## config.mk

```make
export PLATFORM = sky130hd
export DESIGN_NAME = adc_clk_soc_gen
export DESIGN_NICKNAME = d
export VERILOG_FILES = /design/src/rtl/adc_clk_pkg.sv /design/src/rtl/adc_clk_soc_gen.sv
export SDC_FILE = /design/constraint.sdc
export NUM_CORES = 1
export LEC_CHECK = 0
export BUFFER_PORTS_ARGS = -buffer_cell sky130_fd_sc_hd__buf_2
export CORE_AREA = 2 2 39 41
export DETAILED_ROUTE_END_ITERATION = 12
export DIE_AREA = 0 0 41 43
export GPL_TIMING_DRIVEN = 0
export PLACE_DENSITY_LB_ADDON = 0.25
export SLEW_MARGIN = 10
export SYNTH_ARGS = -nofsm -noshare
export SYNTH_HDL_FRONTEND = slang
export SYNTH_SLANG_ARGS = --single-unit
```

## constraint.sdc

```tcl
create_clock -name CLOCK -period 3.29 [get_ports CLOCK]
set_input_delay 0.658 -clock CLOCK [delete_from_list [all_inputs] [get_ports CLOCK]]
set_output_delay 0.658 -clock CLOCK [all_outputs]
set_load 0.005 [all_outputs]
```

## src/rtl/adc_clk_pkg.sv

```systemverilog
// Shared types and constants for the SAR ADC phase-clock / SOC generator.
package adc_clk_pkg;

    localparam int NUM_PHASES = 4;

    typedef logic [1:0]            slot_t;
    typedef logic [NUM_PHASES-1:0] phase_vec_t;

    // Slot whose first count is the SOC_LF load point.
    localparam slot_t SOC_LOAD_SLOT = slot_t'(3);

    function automatic phase_vec_t phase_onehot(input slot_t slot);
        phase_vec_t v;
        v       = '0;
        v[slot] = 1'b1;
        return v;
    endfunction

endpackage

```

## src/rtl/adc_clk_soc_gen.sv

```systemverilog
// Four-phase non-overlapping clock generator with a frame-aligned SOC pulse.
// One LF frame is four slots of DIV CLOCK cycles; SOC_LF spans one whole frame.
module adc_clk_soc_gen
    import adc_clk_pkg::*;
#(
    parameter int DIV = 8,
    parameter int GAP = 1
) (
    input  logic CLOCK,
    input  logic RESETB,
    input  logic SOC,
    output logic SOC_LF,
    output logic PHI1,
    output logic PHI2,
    output logic PHI3,
    output logic PHI4,
    inout  wire  VDDD,
    inout  wire  GNDD
);

    localparam int            CW       = (DIV > 1) ? $clog2(DIV) : 1;
    localparam logic [CW-1:0] CNT_LAST = CW'(DIV - 1);
    localparam logic [CW-1:0] WIN_LO   = CW'(GAP);
    localparam logic [CW-1:0] WIN_HI   = CW'(DIV - 1 - GAP);

    logic [CW-1:0] cnt;
    logic [CW-1:0] cnt_nxt;
    slot_t         slot;
    slot_t         slot_nxt;
    logic          soc_q;
    logic          pend;
    logic          soc_edge;
    logic          load;
    phase_vec_t    phi;
    phase_vec_t    phi_nxt;

    // Supply pins carry no logic; this keeps them visibly consumed.
    wire unused_supply = VDDD ^ GNDD;

    always_comb begin
        // NOTE: every always_comb output gets a default first so no path can infer a latch.
        cnt_nxt  = cnt + 1'b1;
        slot_nxt = slot;
        if (cnt == CNT_LAST) begin
            cnt_nxt  = '0;
            slot_nxt = slot + 1'b1;
        end
    end

    assign soc_edge = SOC & ~soc_q;
    assign load     = (slot_nxt == SOC_LOAD_SLOT) && (cnt_nxt == '0);

    // Phases are decoded from the next state so the registered PHI lines match (slot,cnt) exactly.
    assign phi_nxt = (cnt_nxt >= WIN_LO && cnt_nxt <= WIN_HI) ? phase_onehot(slot_nxt) : '0;

    // NOTE: sequential state uses non-blocking assignments so all flops update from pre-edge values.
    always_ff @(posedge CLOCK or posedge RESETB) begin
        if (RESETB) begin
            cnt    <= '0;
            slot   <= '0;
            soc_q  <= 1'b0;
            pend   <= 1'b0;
            phi    <= '0;
            SOC_LF <= 1'b0;
        end else begin
            cnt   <= cnt_nxt;
            slot  <= slot_nxt;
            soc_q <= SOC;
            phi   <= phi_nxt;
            if (load) begin
                // An edge landing on the load cycle is served here, not carried forward.
                SOC_LF <= pend | soc_edge;
                pend   <= 1'b0;
            end else if (soc_edge) begin
                pend <= 1'b1;
            end
        end
    end

    assign PHI1 = phi[0];
    assign PHI2 = phi[1];
    assign PHI3 = phi[2];
    assign PHI4 = phi[3];

endmodule

```

==> metrics.yaml, run 1 <==
status: "finished clean"
synth.area.top_cells: "dfrtp_1 61%, ha_1 13%, xor2_2 3.3%, inv_1 3.1%, nor3b_1 3.1%"
cts_resized: 0
drive_above_1_share_pct: 29.2
maxSlewViolCount: 0
untimed_endpoints: 2
insertion_delay_ns: 0.27
area.growth.synth_to_final_pct: 18.6
yosysMostFrequentCell: "dfrtp_1"
crit_fanout: 6
htreeDepth: 1
totalWireLength_um: 718
cp-end-kind: "register"
grt_max_degree: 13
wl_per_cell_um: 11.2
fin_skew_ns: 0.00481
min_period_ns: 1.88
fin_hold_ws_ns: 0.375
grt.total_usage_pct: 11.1
ios: 10
netlist_area_um2: 492
synthesis.nets: 47
cts-root-buf: "clkbuf_4"
setup_viol: 0
die_h_um: 43
ant_nets: 0
ys_warn_count: 0
seqCellArea_um2: 300
cts.sinks: 12
p_per_area_nw_per_um2: 458
portBuffers: 7
drv_cap: 0
cts_buffers: 3
grt_pass1_vias: 282
start_kind: "register"
synthCells: 37
arrival_ns: 2.04
n_fill_cell: 135
synthFlopType: "dfrtp_1"
clock_path_buffers: 2
antenna-diode-count: 0
gp_congestion: 0.705
synth_top_area_share_pct: 61.1
hp-class: "primary input to asynchronous set/reset pin"
worstMarginPinSlew_ns: 0.450
vias: 290
synth_seq_cells: 12
synth_edf_count: 0
cts_hold_buf: 0
fin_setup_tns_ns: 0
drc: 0
fmax_mhz: 531
p_leak_nw: 0.287
crit_required_ns: 3.45
core_area_um2: 1380
rsz0062_at_grt: "false"
hpwl_um: 546
yosysSeqAreaShare_pct: 61.1
min_period_over_period_pct: 57.3
yosysTopAreaCell: "dfrtp_1"
synthArstFlopShare_pct: 100
hold_viol: 0
dr.first_iter.drc_count: 2
vdd_drop_max_v: 0.000258
grt_overflow: 0
rows: 14
die_area_um2: 1760
start_util_pct: 35.5
firstDrtPassIters: 4
clk_pin_slew_ns: 0.07
yosysUniqueCellTypes: 15
synth_common_cells: "12 x dfrtp_1, 5 x ha_1, 4 x inv_1, 3 x nand2_1"
slew_headroom_pct: 70.0
tritoncts: "yes"
die_width_um: 41
critPathKind: "register to register"
viasPerCell: 4.53
synth.avg_cell_area_um2: 13.3
multi_input_area_um2: 176
grt_pass1_wl_mm: 1.15
fin_nets: 59
antenna_found_initial: 0
post_cts_buffers: 0
-- power by group --
group          switching, W  leakage (nW)  internal (W)   total (W)
sequential      0.000000219         0.140      0.000148    0.000148
clock             0.0000473        0.0210     0.0000673    0.000115
combinational    0.00000334         0.126    0.00000104  0.00000438
total             0.0000508         0.287      0.000216    0.000267
-- per-stage QoR --
step	power, W	setup slack (ns)	cells	area, µm²	utilization [%]
after floorplan	0.000154	1.56	37	492	-
final	0.000267	1.41	64	583	42.1
after CTS	0.000272	1.41	64	583	42.1
after global routing	0.000278	1.30	64	583	42.1
after global placement	0.000155	1.46	60	547	39.5
after detailed placement	0.000156	1.42	60	547	39.5
-- sequential cells by signal, summed over array words and instances (netlist names) --
name / count
phi: 4
cnt: 3
slot: 2
SOC_LF: 1
pend: 1
soc_q: 1
-- cell usage in the layout (no fill, tap or decap) --
master	count
dfrtp_1	12
buf_2	7
ha_1	5
inv_1	4
nand2_1	3
clkbuf_4	3
nor2_1	2
nor3b_1	2
a21o_1	1
xor2_2	1
and4b_1	1
mux2_2	1
xnor2_1	1
or3_1	1
o22ai_1	1
nor3_1	1
and2b_2	1
clkbuf_8	1
-- per-layer routing --
layer	wire length (µm)	up-vias	global-route usage (%)
met5	0	-	0
met4	43	0	14.0
met3	37	4	3.14
met2	355	7	16.3
met1	282	135	10.2
li1	-	144	-
-- kinds of logic (layout without fill, tap and decap cells) --
group / count (synthesis) / count (layout) / synth area share, %
and+or+nand+nor: 11 / 11 / 13.0
DFF: 12 / 12 / 61.1
AOI/OAI and AO/OA: 2 / 2 / 2.80
xor gates and xnor gates: 2 / 2 / 5.09
buffers and inverters: 4 / 15 / 3.05
muxes: 1 / 1 / 2.29
adders and majority gates: 5 / 5 / 12.7
-- layout make-up --
| cell class | count | area share (%) |
|---|---|---|
| Inverter | 4 | 2.58 |
| Clock buffer | 4 | 6.22 |
| Timing Repair Buffer | 7 | 6.01 |
| Multi-Input combinational cell | 21 | 30.3 |
| Tap cell | 16 | 3.43 |
| Sequential cell | 12 | 51.5 |
-- worst paths after layout --
path,cells after the start,start,slack [ns],end
max,5,cnt[0],1.41,SOC_LF
min,2,RESETB,0.38,phi[3]
max reg2reg,5,cnt[0],1.41,SOC_LF
min reg2reg,1,slot[1],0.52,phi[1]
max in group asynchronous,2,RESETB,2.60,cnt[2]
min in group CLOCK,1,SOC,0.51,soc_q
-- critical path, stage by stage, from the launching register on --
cell     delay (ns)
dfrtp_1        0.43
ha_1           0.22
ha_1           0.23
xor2_2         0.28
and4b_1        0.26
mux2_2         0.34
No activity file was read; power rests on OpenSTA's default activity.
==> inputs of run 2 (changes only) <==
Clock period 3.29 ns to 1.6 ns, I/O delays scaled along.
==> metrics.yaml, run 2 (synthesis results as in run 1) <==
status: "finished clean"
place_area_um2: 573  # +4.8%
timing.rr.start: "cnt[1]"
final_common_cell: "dfrtp_1"
firstDrtPassIters: 4  # unchanged
fin_nets: 63  # +6.8%
vias: 305  # +5.2%
grt_pass1_vias: 325  # +15%
critPathKind: "register to register"
insertion_delay_ns: 0.27  # about the same
rsz0062_at_grt: "true"
crit_required_ns: 1.76  # -1.69 ns
grt_max_degree: 13  # unchanged
ios: 10  # unchanged
cts_hold_buf: 0  # unchanged
wl_per_cell_um: 11.5  # +2.8%
hp-class: "primary input to asynchronous set/reset pin"
maxSlewViolCount: 0  # unchanged
drv_cap: 0  # unchanged
hpwl_um: 569  # +4.2%
die_area_um2: 1760  # unchanged
antenna_found_initial: 0  # unchanged
p_per_area_nw_per_um2: 823  # +80%
htreeDepth: 1  # unchanged
gp_congestion: 0.721  # +2.3%
grt.total_usage_pct: 12.2  # +1.1 points
fin_hold_ws_ns: 0.0332  # -0.342 ns
fmax_mhz: 628  # +18%
die_width_um: 41  # unchanged
hold_viol: 0  # unchanged
arrival_ns: 1.75  # -0.29 ns
grt_pass1_wl_mm: 1.39  # +20%
postLayoutCellArea_um2: 667  # +14%
setup_viol: 0  # unchanged
cts_buffers: 3  # unchanged
die_h_um: 43  # unchanged
start_util_pct: 35.5  # unchanged
drive_above_1_share_pct: 44.2  # +15 points
cts-root-buf: "clkbuf_4"
drc: 0  # unchanged
cp-end-kind: "register"
top_register: "phi"
antenna-diode-count: 0  # unchanged
core_area_um2: 1380  # unchanged
crit_fanout: 3  # -3
grt_overflow: 0  # unchanged
min_period_ns: 1.59  # -0.293 ns
reg2reg_setup_slack_ns: 0.008  # -1.40 ns
largest_reg_flops: 4  # unchanged
min_period_over_period_pct: 99.5  # +42 points
tritoncts: "yes"
area.growth.synth_to_final_pct: 35.6
totalWireLength_um: 784  # +9.2%
vdd_drop_max_v: 0.000380  # +47%
layout_common_cells: "12 x dfrtp_1, 7 x buf_2, 4 x inv_1, 4 x buf_4"
fin_skew_ns: 0.00153  # -0.00328 ns
slew_headroom_pct: 71.2  # +1.2 points
portBuffers: 7  # unchanged
rr_worst_depth: 5  # unchanged
worstMarginPinSlew_ns: 0.431  # -0.0186 ns
start_kind: "register"
cts.sinks: 12  # unchanged
dr.first_iter.drc_count: 5  # +3
clock_path_buffers: 2  # unchanged
untimed_endpoints: 2  # unchanged
rows: 14  # unchanged
viasPerCell: 4.49  # -1.0%
ant_nets: 0  # unchanged
reg.largest.list: "phi (4), cnt (3), slot (2)"
clk_pin_slew_ns: 0.07  # about the same
r2r-end: "SOC_LF"
n_fill_cell: 126  # -6.7%
p_leak_nw: 0.314  # +9.2%
## run 2: area by class of cell
cell class,count,area [µm²],area share (%)
multi-input cells,21,230,34.5
flip-flops and latches,12,300,45.0
well taps,16,20.0,3.00
repair buffers,11,65.1,9.76
inverters,4,15.0,2.25
clock buffers,4,36.3,5.44
## run 2: what timing repair did
item,CTS,global route
gates resized for setup,1,4
pin swaps,3,3
setup endpoints to repair,5,5
setup buffers,3,1
## run 2: worst max-delay path by stage
| stage | from | endpoint | slack (ns) |
|---|---|---|---|
| after floorplan | cnt[0] | SOC_LF | 0.009 |
| after global placement | cnt[0] | phi[1] | -0.07 |
| after detailed placement | cnt[0] | phi[1] | -0.12 |
| after CTS | cnt[1] | SOC_LF | 0.007 |
| after global routing | cnt[1] | SOC_LF | -0.08 |
| final | cnt[1] | SOC_LF | 0.008 |
## run 2: worst max-delay path, cell delays in order, from the launching register on
cell and delay (ns):
dfrtp_1 0.41, ha_2 0.21, ha_4 0.18, xor2_4 0.13
and4b_1 0.24, mux2_4 0.30
## run 2: per-layer routing
metal | wire (µm) | track usage, % | vias to the layer above
met2 | 412 | 19.4 | 7
met1 | 312 | 13.6 | 148
met3 | 41 | 4.71 | 2
met4 | 17 | 6.00 | 0
met5 | 0 | 0 | -
li1 | - | - | 148
## run 2: power by group
part	internal (W)	switching (W)
sequential	0.000304	0.000000432
clock	0.000138	0.0000974
combinational	0.00000217	0.00000666
## run 2: through the flow
step	util [%]	worst slack [ns]	cells	setup TNS, ns	total power (W)
after global placement	41.4	-0.0697	60	-0.295	0.000319
after detailed placement	41.4	-0.125	60	-0.580	0.000320
after global routing	48.2	-0.0797	68	-0.246	0.000574
final	48.2	0.00774	68	0	0.000549
after floorplan	-	0.00886	37	0	0.000316
after CTS	46.1	0.00723	67	0	0.000558
==> inputs of run 3 (changes only) <==
Settings changed: SLEW_MARGIN 10 to unset.
Clock period 1.6 ns to 1.8 ns, I/O delays scaled along.
==> metrics.yaml, run 3 (synthesis results as in run 1) <==
rsz0062_at_grt: "false"
hp-class: "primary input to asynchronous set/reset pin"
htreeDepth: 1  # unchanged
vias: 299  # -2.0%
fin_util_pct: 45.7  # -2.5 points
totalWireLength_um: 793  # +1.1%
die_width_um: 41  # unchanged
setup_viol: 0  # unchanged
drc: 0  # unchanged
clk_pin_slew_ns: 0.07  # about the same
final_common_cell: "dfrtp_1"
p_per_area_nw_per_um2: 771  # -6.3%
largest_reg_flops: 4  # unchanged
arrival_ns: 1.87  # +0.12 ns
area.growth.synth_to_final_pct: 28.5
die_h_um: 43  # unchanged
worstMarginPinSlew_ns: 0.450  # +0.0189 ns
hold_viol: 0  # unchanged
antenna_found_initial: 0  # unchanged
hpwl_um: 546  # -4.1%
fmax_mhz: 583  # -7.2%
cp-end-kind: "register"
crit_fanout: 6  # +3
min_period_ns: 1.72  # +0.123 ns
insertion_delay_ns: 0.27  # about the same
fin_nets: 61  # -3.2%
fin_hold_ws_ns: 0.0780  # +0.0448 ns
firstDrtPassIters: 4  # unchanged
cts_buffers: 3  # unchanged
wl_per_cell_um: 12.0  # +4.2%
antenna-diode-count: 0  # unchanged
grt_pass1_wl_mm: 1.17  # -16%
clock_path_buffers: 2  # unchanged
ios: 10  # unchanged
drive_above_1_share_pct: 40.0  # -4.2 points
start_kind: "register"
grt_overflow: 0  # unchanged
viasPerCell: 4.53  # +1.0%
grt.total_usage_pct: 11.4  # -0.88 points
drv_cap: 0  # unchanged
seqCellArea_um2: 302  # +0.42%
crit_required_ns: 1.95  # +0.19 ns
multi_input_area_um2: 209  # -9.2%
reg.largest.list: "phi (4), cnt (3), slot (2)"
tritoncts: "yes"
grt_pass1_vias: 279  # -14%
cts.sinks: 12  # unchanged
vdd_drop_max_v: 0.000471  # +24%
n_fill_cell: 133  # +5.6%
setup.worst_path.start: "cnt[0]"
slew_headroom_pct: 69.9  # -1.3 points
top_register: "phi"
layout_common_cells: "11 x dfrtp_1, 7 x buf_2, 4 x inv_1"
status: "finished clean"
die_area_um2: 1760  # unchanged
core_area_um2: 1380  # unchanged
critPathKind: "register to register"
start_util_pct: 35.5  # unchanged
power_w: 0.000487  # -11%
portBuffers: 7  # unchanged
grt_max_degree: 13  # unchanged
min_period_over_period_pct: 95.3  # -4.2 points
fin_skew_ns: 0.00500  # +0.00347 ns
timing.rr.start: "cnt[0]"
gp_congestion: 0.705  # -2.2%
cts-root-buf: "clkbuf_4"
ant_nets: 0  # unchanged
maxSlewViolCount: 0  # unchanged
p_leak_nw: 0.296  # -5.6%
rows: 14  # unchanged
dr.first_iter.drc_count: 2  # -3
untimed_endpoints: 2  # unchanged
## run 3: per-stage QoR
stage	instance area [µm²]	setup TNS (ns)	cells	setup slack [ns]
after detailed placement	547	-0.129	60	-0.0675
after global routing	632	0	66	0.00393
after global placement	547	-0.0344	60	-0.0344
final	632	0	66	0.0843
after CTS	603	0	64	0.0380
after floorplan	492	0	37	0.0710
## run 3: path summary, 6_finish.rpt
path,endpoint,slack (ns),cells past startpoint
max,SOC_LF,0.08,5
min,phi[3],0.08,2
max reg2reg,SOC_LF,0.08,5
min reg2reg,cnt[0],0.52,1
max in group asynchronous,cnt[0],1.39,2
min in group CLOCK,soc_q,0.21,1
## run 3: metal layers
| layer | wire (µm) | track usage [%] |
|---|---|---|
| met5 | 0 | 0 |
| met4 | 43 | 14.0 |
| met3 | 37 | 3.14 |
| met2 | 402 | 16.9 |
| met1 | 310 | 10.3 |
## run 3: area by class of cell
class	instances	area share, %
Sequential cell	12	47.7
Multi-Input combinational cell	21	33.1
Timing Repair Buffer	9	7.92
Clock buffer	4	5.74
Tap cell	16	3.17
Inverter	4	2.38
## run 3: worst max-delay path, cell delays in order, from the launching register on
cell	delay, ns
dfrtp_2	0.44
ha_2	0.21
ha_4	0.18
xor2_4	0.19
and4b_1	0.24
mux2_2	0.34
## run 3: repair_timing
| item | CTS | global route |
|---|---|---|
| pin swaps | 2 | 1 |
| hold endpoints to repair | 0 | 0 |
| hold buffers | 0 | 0 |
| setup endpoints to repair | 5 | 2 |
| setup buffers | 0 | 2 |
| gates resized for setup | 3 | 3 |
## run 3: where the power goes
group	switching, W	leakage, nW	internal [W]	total (W)
clock	0.0000855	0.0210	0.000123	0.000208
sequential	0.000000398	0.140	0.000271	0.000271
combinational	0.00000612	0.135	0.00000191	0.00000803
